`src/rtl/tx_packet_queue_pkg.sv`:
```
// Shared definitions for the TX packet queue: field widths, type bit, gap defaults, FSM states.
package tx_packet_queue_pkg;

  localparam int META_W               = 8;
  localparam int PREFIX_W             = 64;
  localparam int DATA_W               = 256;
  localparam int ENTRY_W              = META_W + PREFIX_W + DATA_W;
  localparam int META_TYPE_BIT        = 6;
  localparam int INTEREST_GAP_DEFAULT = 74;
  localparam int DATA_GAP_DEFAULT     = 330;
  localparam int GAP_CNT_W            = 9;

  typedef enum logic [1:0] {
    ST_IDLE    = 2'd0,
    ST_ISSUE   = 2'd1,
    ST_HOLDOFF = 2'd2
  } state_t;

  typedef struct packed {
    logic [META_W-1:0]   meta;
    logic [PREFIX_W-1:0] prefix;
    logic [DATA_W-1:0]   data;
  } packet_t;

  // Interest packets carry a 1 in the type bit of the meta byte.
  function automatic logic is_interest(input logic [META_W-1:0] meta);
    return meta[META_TYPE_BIT];
  endfunction

endpackage

```
`src/rtl/tx_packet_queue_if.sv`:
```
// Producer-side and serializer-side signals of the TX packet queue.
interface tx_packet_queue_if
  import tx_packet_queue_pkg::*;
#(
  parameter int DEPTH = 4
);

  localparam int OCC_W = $clog2(DEPTH) + 1;

  logic                enq_valid;
  logic                enq_ready;
  logic [META_W-1:0]   enq_meta_data;
  logic [PREFIX_W-1:0] enq_prefix;
  logic [DATA_W-1:0]   enq_data;

  logic                TX_valid;
  logic [META_W-1:0]   packet_meta_data_input;
  logic [PREFIX_W-1:0] packet_prefix_input;
  logic [DATA_W-1:0]   packet_data_input;
  logic [OCC_W-1:0]    occupancy;
  logic                busy;

  modport master (
    output enq_valid, enq_meta_data, enq_prefix, enq_data,
    input  enq_ready, TX_valid, packet_meta_data_input, packet_prefix_input,
           packet_data_input, occupancy, busy
  );

  modport slave (
    input  enq_valid, enq_meta_data, enq_prefix, enq_data,
    output enq_ready, TX_valid, packet_meta_data_input, packet_prefix_input,
           packet_data_input, occupancy, busy
  );

endinterface

```
`src/rtl/packet_fifo.sv`:
```
// Plain FIFO of packet entries; knows nothing about transmit spacing.
module packet_fifo #(
  parameter int DEPTH = 4,
  parameter int WIDTH = 328
) (
  input  logic                     clk,
  input  logic                     rst,
  input  logic                     push,
  input  logic [WIDTH-1:0]         push_data,
  input  logic                     pop,
  output logic [WIDTH-1:0]         head_data,
  output logic                     full,
  output logic                     empty,
  output logic [$clog2(DEPTH):0]   count
);

  localparam int PTR_W = $clog2(DEPTH);
  localparam int CNT_W = PTR_W + 1;

  logic [WIDTH-1:0] mem_q [DEPTH];
  logic [PTR_W-1:0] wr_ptr_q, wr_ptr_d;
  logic [PTR_W-1:0] rd_ptr_q, rd_ptr_d;
  logic [CNT_W-1:0] count_q, count_d;
  logic             push_ok, pop_ok;

  // A push offered while full is refused even if a pop happens in the same cycle.
  assign full      = (count_q == CNT_W'(DEPTH));
  assign empty     = (count_q == '0);
  assign push_ok   = push && !full;
  assign pop_ok    = pop && !empty;
  assign head_data = mem_q[rd_ptr_q];
  assign count     = count_q;

  // Pointer and count updates; DEPTH is a power of two so pointers wrap naturally.
  always_comb begin
    wr_ptr_d = wr_ptr_q;
    rd_ptr_d = rd_ptr_q;
    count_d  = count_q;
    if (push_ok) wr_ptr_d = wr_ptr_q + PTR_W'(1);
    if (pop_ok)  rd_ptr_d = rd_ptr_q + PTR_W'(1);
    case ({push_ok, pop_ok})
      2'b10:   count_d = count_q + CNT_W'(1);
      2'b01:   count_d = count_q - CNT_W'(1);
      default: count_d = count_q;
    endcase
  end

  // Control state; reset empties the queue by clearing pointers and count.
  always_ff @(posedge clk or posedge rst) begin
    if (rst) begin
      wr_ptr_q <= '0;
      rd_ptr_q <= '0;
      count_q  <= '0;
    end else begin
      wr_ptr_q <= wr_ptr_d;
      rd_ptr_q <= rd_ptr_d;
      count_q  <= count_d;
    end
  end

  // Entry storage is not reset; stale contents are unreachable once the count is zero.
  always_ff @(posedge clk) begin
    if (push_ok) mem_q[wr_ptr_q] <= push_data;
  end

endmodule

```
`src/rtl/tx_packet_queue.sv`:
```
// Queues packets and hands them to the SPI serializer with type-dependent minimum spacing.
module tx_packet_queue
  import tx_packet_queue_pkg::*;
#(
  parameter int DEPTH        = 4,
  parameter int INTEREST_GAP = INTEREST_GAP_DEFAULT,
  parameter int DATA_GAP     = DATA_GAP_DEFAULT
) (
  input  logic             clk,
  input  logic             rst,
  tx_packet_queue_if.slave bus
);

  localparam int CNT_W = $clog2(DEPTH) + 1;

  state_t                 state_q, state_d;
  logic [GAP_CNT_W-1:0]   gap_cnt_q, gap_cnt_d;
  logic                   tx_valid_q, tx_valid_d;
  packet_t                packet_q, packet_d;
  packet_t                enq_packet, head_packet;
  logic                   fifo_full, fifo_empty, fifo_pop;
  logic [CNT_W-1:0]       fifo_count;

  assign enq_packet = {bus.enq_meta_data, bus.enq_prefix, bus.enq_data};
  assign fifo_pop   = (state_q == ST_ISSUE);

  packet_fifo #(
    .DEPTH (DEPTH),
    .WIDTH (ENTRY_W)
  ) u_fifo (
    .clk       (clk),
    .rst       (rst),
    .push      (bus.enq_valid),
    .push_data (enq_packet),
    .pop       (fifo_pop),
    .head_data (head_packet),
    .full      (fifo_full),
    .empty     (fifo_empty),
    .count     (fifo_count)
  );

  // Pop FSM: present the head for one cycle, then hold off for the gap of its type.
  always_comb begin
    state_d   = state_q;
    gap_cnt_d = gap_cnt_q;
    packet_d  = packet_q;
    unique case (state_q)
      ST_IDLE: begin
        if (!fifo_empty) state_d = ST_ISSUE;
      end
      ST_ISSUE: begin
        gap_cnt_d = is_interest(packet_q.meta) ? GAP_CNT_W'(INTEREST_GAP - 1)
                                               : GAP_CNT_W'(DATA_GAP - 1);
        state_d   = ST_HOLDOFF;
      end
      ST_HOLDOFF: begin
        // The count hits zero on the same edge we leave, so pulses land exactly GAP apart.
        if (gap_cnt_q > GAP_CNT_W'(1)) begin
          gap_cnt_d = gap_cnt_q - GAP_CNT_W'(1);
        end else begin
          gap_cnt_d = '0;
          state_d   = fifo_empty ? ST_IDLE : ST_ISSUE;
        end
      end
      default: state_d = ST_IDLE;
    endcase
    if (state_d == ST_ISSUE) packet_d = head_packet;
    tx_valid_d = (state_d == ST_ISSUE);
  end

  // FSM, gap counter and registered packet outputs.
  always_ff @(posedge clk or posedge rst) begin
    if (rst) begin
      state_q    <= ST_IDLE;
      gap_cnt_q  <= '0;
      tx_valid_q <= 1'b0;
      packet_q   <= '0;
    end else begin
      state_q    <= state_d;
      gap_cnt_q  <= gap_cnt_d;
      tx_valid_q <= tx_valid_d;
      packet_q   <= packet_d;
    end
  end

  assign bus.enq_ready              = !fifo_full;
  assign bus.occupancy              = fifo_count;
  assign bus.busy                   = (state_q == ST_HOLDOFF) || !fifo_empty;
  assign bus.TX_valid               = tx_valid_q;
  assign bus.packet_meta_data_input = packet_q.meta;
  assign bus.packet_prefix_input    = packet_q.prefix;
  assign bus.packet_data_input      = packet_q.data;

endmodule
```
`src/flat_wrapper.sv`:
```
// flat-port wrapper written by rule: the top's interface ports become plain ports
module tx_packet_queue_flat import tx_packet_queue_pkg::*;
#(
  parameter int DEPTH        = 4,
  parameter int INTEREST_GAP = INTEREST_GAP_DEFAULT,
  parameter int DATA_GAP     = DATA_GAP_DEFAULT
)
  (clk, rst, bus_enq_valid, bus_enq_meta_data, bus_enq_prefix, bus_enq_data, bus_enq_ready, bus_TX_valid, bus_packet_meta_data_input, bus_packet_prefix_input, bus_packet_data_input, bus_occupancy, bus_busy);
  tx_packet_queue_if #(.DEPTH(DEPTH)) bus_i ();
  input  logic clk;
  input  logic rst;
  input wire logic [$bits(bus_i.enq_valid)-1:0] bus_enq_valid;
  input wire logic [$bits(bus_i.enq_meta_data)-1:0] bus_enq_meta_data;
  input wire logic [$bits(bus_i.enq_prefix)-1:0] bus_enq_prefix;
  input wire logic [$bits(bus_i.enq_data)-1:0] bus_enq_data;
  output wire logic [$bits(bus_i.enq_ready)-1:0] bus_enq_ready;
  output wire logic [$bits(bus_i.TX_valid)-1:0] bus_TX_valid;
  output wire logic [$bits(bus_i.packet_meta_data_input)-1:0] bus_packet_meta_data_input;
  output wire logic [$bits(bus_i.packet_prefix_input)-1:0] bus_packet_prefix_input;
  output wire logic [$bits(bus_i.packet_data_input)-1:0] bus_packet_data_input;
  output wire logic [$bits(bus_i.occupancy)-1:0] bus_occupancy;
  output wire logic [$bits(bus_i.busy)-1:0] bus_busy;
  assign bus_i.enq_valid = bus_enq_valid;
  assign bus_i.enq_meta_data = bus_enq_meta_data;
  assign bus_i.enq_prefix = bus_enq_prefix;
  assign bus_i.enq_data = bus_enq_data;
  assign bus_enq_ready = bus_i.enq_ready;
  assign bus_TX_valid = bus_i.TX_valid;
  assign bus_packet_meta_data_input = bus_i.packet_meta_data_input;
  assign bus_packet_prefix_input = bus_i.packet_prefix_input;
  assign bus_packet_data_input = bus_i.packet_data_input;
  assign bus_occupancy = bus_i.occupancy;
  assign bus_busy = bus_i.busy;
  tx_packet_queue #(.DEPTH(DEPTH), .INTEREST_GAP(INTEREST_GAP), .DATA_GAP(DATA_GAP)) u_core (.clk(clk), .rst(rst), .bus(bus_i));
endmodule
```
`config.mk`:
```
export PLATFORM = sky130hd
export DESIGN_NAME = tx_packet_queue_flat
export DESIGN_NICKNAME = d
export VERILOG_FILES = /design/src/rtl/tx_packet_queue_pkg.sv /design/src/rtl/tx_packet_queue_if.sv /design/src/rtl/packet_fifo.sv /design/src/rtl/tx_packet_queue.sv /design/src/flat_wrapper.sv
export SDC_FILE = /design/constraint.sdc
export NUM_CORES = 1
export LEC_CHECK = 0
export CAP_MARGIN = 20
export CORE_MARGIN = 10
export CORE_UTILIZATION = 55
export DETAILED_ROUTE_END_ITERATION = 10
export DONT_BUFFER_PORTS = 1
export PLACE_DENSITY = 0.73
export RECOVER_POWER = 50
export SYNTH_ARGS = -nofsm -noshare
export SYNTH_HDL_FRONTEND = slang
export SYNTH_SLANG_ARGS = --single-unit
```
`constraint.sdc`:
```
create_clock -name clk -period 10.2 [get_ports clk]
set_input_delay 0.51 -clock clk [delete_from_list [all_inputs] [get_ports clk]]
set_output_delay 0.51 -clock clk [all_outputs]
set_load 0.05 [all_outputs]
```
# [Word level (Yosys, flattened, before mapping)]
# Memories as Yosys holds them, arrays and structs flattened. A register that Yosys moved wholly into a read port is not among the register bits.
# Index checks and enable logic that the tools add are counted.
[word_totals] ff_bits=19 latchBits=0 ramBits=1312 rom_bits=0 in_bits=331 out_inout_bits=334 memories=1
[op_classes] addsub=5 n_mul=0 n_div=0 n_lt_le_gt_ge=1 eq_ne=6 n_shift=0 n_mux=10 bitwise_logic=0 n_reduce_logical=9
[mem_list] name="u_core.u_fifo.mem_q" words=4 word_bits=328 rd=1 rd_clocked_by_memory_dff=1 write_ports=1 line_no="packet_fifo.sv:20" source="logic [WIDTH-1:0] mem_q [DEPTH];"
[op_table] op="2-to-1 mux 9 bit" count=2
[op_table] op="one-hot mux 9 bit (2 select lines)" count=1
[op_table] op="greater-than comparator 9 x 1 -> 1 bit (second input constant)" count=1
[op_table] op="subtractor 9 x 1 -> 9 bit (second input constant)" count=1
[op_table] op="== test 2 x 1 -> 1 bit (second input constant)" count=3
[op_table] op="one-hot mux 2 bit (3 select lines)" count=1
[op_table] op="one-hot mux 3 bit (2 select lines)" count=1
[op_table] op="adder 2 x 1 -> 2 bit (second input constant)" count=2
[op_table] op="== test 2 bit (second input constant)" count=2
[op_table] op="2-to-1 mux 2 bit" count=2
[op_table] op="nonzero test 2 bit" count=2
[op_table] op="adder 3 x 1 -> 3 bit (second input constant)" count=1
[op_table] op="== test 3 bit (second input constant)" count=1
[op_table] op="logical NOT 3 bit" count=1
[op_table] op="2-to-1 mux 1 bit" count=3
[op_table] op="subtractor 3 x 1 -> 3 bit (second input constant)" count=1
[op_table] op="logical AND 1 bit" count=2
[op_table] op="logical NOT 1 bit" count=2
[op_table] op="logical NOT 2 bit" count=1
[op_table] op="logical OR 1 bit" count=1

# [Depth between registers and ports, before layout]
[depth] ltp_word=5 ltp_mapped=10 ltp_nobuf=10

# [Modules after synthesis]
# Synthesis repeated with hierarchy kept, for this count alone.
[unflattened] cells_unflattened=2527 area_unflattened_um2=61460.2
[by_module_without_submodules] module="packet_fifo" instances=1 cells_per_inst=1752 area_per_inst_um2=48073.6 seq_area_each_um2=39573.0
[by_module_without_submodules] module="tx_packet_queue" instances=1 cells_per_inst=775 area_per_inst_um2=13386.6 seq_area_each_um2=8508.2

# [Worst setup path after synthesis]
# No wires, ideal clock.
[synth_timing] path_type="flip-flop to flip-flop" from="register u_core.u_fifo.count_q[0], in the netlist u_core.u_fifo.count[0]" to="memory u_core.u_fifo.mem_q[0][0] (enable)" setup_time_ns=0.735 t_arrival_ns=8.956 required_time_ns=9.465 slack_ns=0.509 path_stages_with_launch=4 n_path_buf=0 synth_period_minus_slack_ns=9.691 cell_sequence="dfrtp_1 > inv_1 > nand3_1 > and3_1"
[synth_between] elab_chain_cells=5
[synth_lines] item="start: declaration" line_no="packet_fifo.sv:23" source="logic [CNT_W-1:0] count_q, count_d;"
[synth_lines] item="start signal: assignment" line_no="packet_fifo.sv:57" source="count_q <= count_d;"
[synth_lines] item="== test 3 bit" line_no="packet_fifo.sv:27" source="assign full = (count_q == CNT_W'(DEPTH));"
[synth_lines] item="logical NOT 1 bit"
[synth_lines] item="net bus_enq_ready" line_no="flat_wrapper.sv:16" source="output wire logic [$bits(bus_i.enq_ready)-1:0] bus_enq_ready;"
[synth_lines] item="logical AND 1 bit" line_no="packet_fifo.sv:29" source="assign push_ok = push && !full;"
[synth_lines] item="2-to-1 mux 1 bit" line_no="packet_fifo.sv:63" source="if (push_ok) mem_q[wr_ptr_q] <= push_data;"
[synth_lines] item="2-to-1 mux 1 bit (implied by the code)" line_no="packet_fifo.sv:63"
[synth_lines] item="end: declaration" line_no="packet_fifo.sv:20"
# The timed path passes the listed nets, and every way through them passes these cells.

==> summary.txt <==
Synthesis
  • Ys flop type: edfxtp_1
  • Seq/Total Area, Yosys: 79.5%
  • Syn Nets: 2872
  • Cell count after synthesis: 2529
  • Post-synth EDFFs: 1312
  • Warnings, synthesis: 0
  • Syn Area/Cell: 23.9 um^2
  • Number of unique standard cell types used by synthesis: 38
  • Mapped Area: 60500 um^2
  • Flops & latches, synth: 1659
  • Async SR Flop Fraction: 20.9%

Clocking
  • Worst skew pair latency: 0.76 ns
  • Post-CTS sizing: 0
  • # clock sinks: 1659
  • Clock transition at the registers of the reported paths: 0.06 ns
  • CTS tree: done
  • Number of H-tree levels: 4
  • Clk root buf: clkbuf_16
  • Post-CTS setup buffer count: 0
  • Total CTS buffers: 162
  • Clock buffer depth: 3
  • Post-CTS Hold Buffers: 329

Routing
  • DRT iter0 DRCs: 2308
  • DR WL/cell: 29.1 um
  • Vias: 27000
  • Drt first pass iters: 6
  • Drt drc: 0
  • Post-route ant nets: 0
  • Drt total wl: 131 mm
  • Via/cell ratio: 6.00

Global routing
  • First-pass GRT wire length: 195 mm
  • Congestion Overflow GR: 0
  • Antenna violations before repair: 29
  • Largest net degree at the start of global routing: 146
  • Global-route usage over all layers: 21.2%
  • Vias in the first global route: 29100

Timing
  • Final period utilization: 54.3%
  • Setup Skew: 0.0293 ns
  • Worst setup margin: 4.66 ns
  • Setup-failing EPs final: 0
  • Max_slew headroom: -274%
  • Period minus WS final: 5.54 ns
  • Hold Vio Cnt, Final: 0
  • RSZ-0062 raised after global routing: no
  • Fin Setup TNS: 0 ns
  • Fmax: 180 MHz
  • Worst slew pin tran: 5.58 ns
  • Max Slew Vio Count: 108

Place
  • Dpl cell area: 62000 um^2
  • Place WS: 5.62 ns
  • Post-DP HPWL: 75.2 mm
  • Port bufs: 0
  • Routability-driven placement congestion ratio: 0.773

Floorplan
  • DIE WIDTH: 352 um
  • Die area: 124000 um^2
  • Die Height: 352 um
  • Total core area: 109000 um^2
  • Starting Density: 55.5%
  • Rows: 121
  • Ports: 665

Cells and area
  • Share of layout cells above drive strength 1: 30.3%
  • Nets: 3277
  • Area grow syn2layout: 16.6%
  • Final core utilization: 64.7%
  • Fillers: 6756
  • Final Instance Area: 70600 um^2

Setup path
  • Setup CP Type: input pin to asynchronous set/reset pin
  • Critical path capture point type: asynchronous set/reset pin
  • Worst EP required: 10.92 ns
  • CP Data Arrival Time: 6.26 ns
  • Worst Setup Start Kind: input pin
  • Crit Path Max Fanout: 107

Pwr
  • Static Leak: 23.8 nW
  • Worst vdd ir: 0.316 mV
  • Power Dens Cells: 342 nW/um^2

Job
  • Max Cap Viol: 1

Outcome
  • Violated checks: max-capacitance violations, max-slew violations
  • Run status: complete, but fails checks

Min path
  • Hold Crit Class: input pin to flop
==> cell type report <==
type / count / area (um^2) / area share (%)
tap: 1414 / 1770 / 2.51
multi-input combinational: 746 / 11700 / 16.6
clock buffer: 235 / 4600 / 6.52
sequential: 1659 / 48100 / 68.2
antenna: 19 / 47.5 / 0.0674
clock inverter: 68 / 626 / 0.887
inverter: 12 / 46.3 / 0.0656
timing repair buffer: 353 / 3660 / 5.18
==> registers in the layout (all words and copies together) (netlist names) <==
| name | count |
|---|---|
| u_core.bus.TX_valid | 1 |
| u_core.u_fifo.mem_q | 1312 |
| u_core.bus.packet_data_input | 256 |
| u_core.u_fifo.wr_ptr_q | 2 |
| u_core.bus.packet_meta_data_input | 8 |
| u_core.u_fifo.rd_ptr_q | 2 |
| u_core.gap_cnt_q | 9 |
| u_core.state_q | 2 |
| u_core.u_fifo.count | 3 |
| u_core.bus.packet_prefix_input | 64 |
==> path summary, 6_finish.rpt <==
kind | from | endpoint | slack [ns] | cells past startpoint
min | bus_enq_valid | u_core.u_fifo.wr_ptr_q[0] | 0.12 | 2
max | rst | u_core.bus.packet_data_input[110] | 4.66 | 4
min reg2reg | u_core.gap_cnt_q[7] | u_core.gap_cnt_q[7] | 0.53 | 1
max reg2reg | u_core.gap_cnt_q[1] | u_core.bus.packet_data_input[224] | 5.55 | 10
min in group asynchronous | rst | u_core.bus.packet_prefix_input[30] | 1.94 | 2
max in group clk | u_core.gap_cnt_q[1] | u_core.bus.packet_data_input[224] | 5.55 | 10
==> cell usage after synthesis, drive strengths merged (3+ instances only) <==
cell,instances,area share [%]
ha,11,0.23
and3,5,0.052
nand3,3,0.025
buf,37,0.67
inv,12,0.074
mux2,328,6.1
edfxtp,1312,65
a211oi,3,0.058
a21oi,3,0.025
o21ai,13,0.11
dfrtp,347,14
nor2,7,0.043
clkbuf,75,0.47
mux4,328,12
nand2,14,0.087
nor3,5,0.041
xor2,4,0.058
==> stage by stage <==
stage               power (mW)  std cells  hold WS (ns)
global route              25.1       4502        0.0905
finish                    24.1       4506         0.117
CTS                       24.3       4486        0.0475
global placement          18.0       3854         0.503
detailed placement        18.3       3854         0.521
floorplan                 17.2       2529         0.480
==> placed cells by master, fill, tap and decap left out, types with 3 or more instances in the layout <==
cell type,instances
clkbuf_1,47
dlygate4sd3_1,329
edfxtp_1,1312
diode_2,19
clkbuf_8,25
nor2_1,7
clkinvlp_4,5
and3_4,4
clkinv_2,30
o21ai_0,13
nor3_1,5
nand2_1,14
nand3_1,3
clkinv_1,13
dfrtp_1,345
xor2_1,4
inv_6,5
buf_4,10
clkinv_8,4
bufinv_16,4
ha_1,11
inv_1,11
a21oi_1,3
clkinv_16,4
clkbuf_16,163
mux4_2,328
buf_12,13
mux2_2,328
==> logic make-up after synthesis <==
group,share of synthesized area [%]
flip-flops,79.5
multiplexers,18.3
buffers and inverters,1.21
AND/OR/NAND/NOR,0.335
AO/OA/AOI/OAI,0.341
adder cells (fa/ha/maj),0.261
XOR/XNOR,0.0868
==> report_power, final <==
group / switching [mW] / internal, mW
Clock: 2.51 / 3.27
Combinational: 2.66 / 2.89
Sequential: 3.61 / 9.20
==> critical path, cell delays in order <==
cell and delay [ns]:
dlygate4sd3_1 0.55, clkinvlp_2 3.09, buf_4 1.05, buf_4 0.82
==> metal layers <==
metal | track usage, % | vias to the layer above | part of all wire [%]
met4 | 6.93 | 22 | 2.8
met3 | 7.13 | 226 | 8.8
met1 | 25.1 | 14500 | 36
met2 | 36.4 | 1021 | 53
li1 | - | 11300 | -
met5 | 0 | - | 0.094
(Power assumes the default switching activity.)
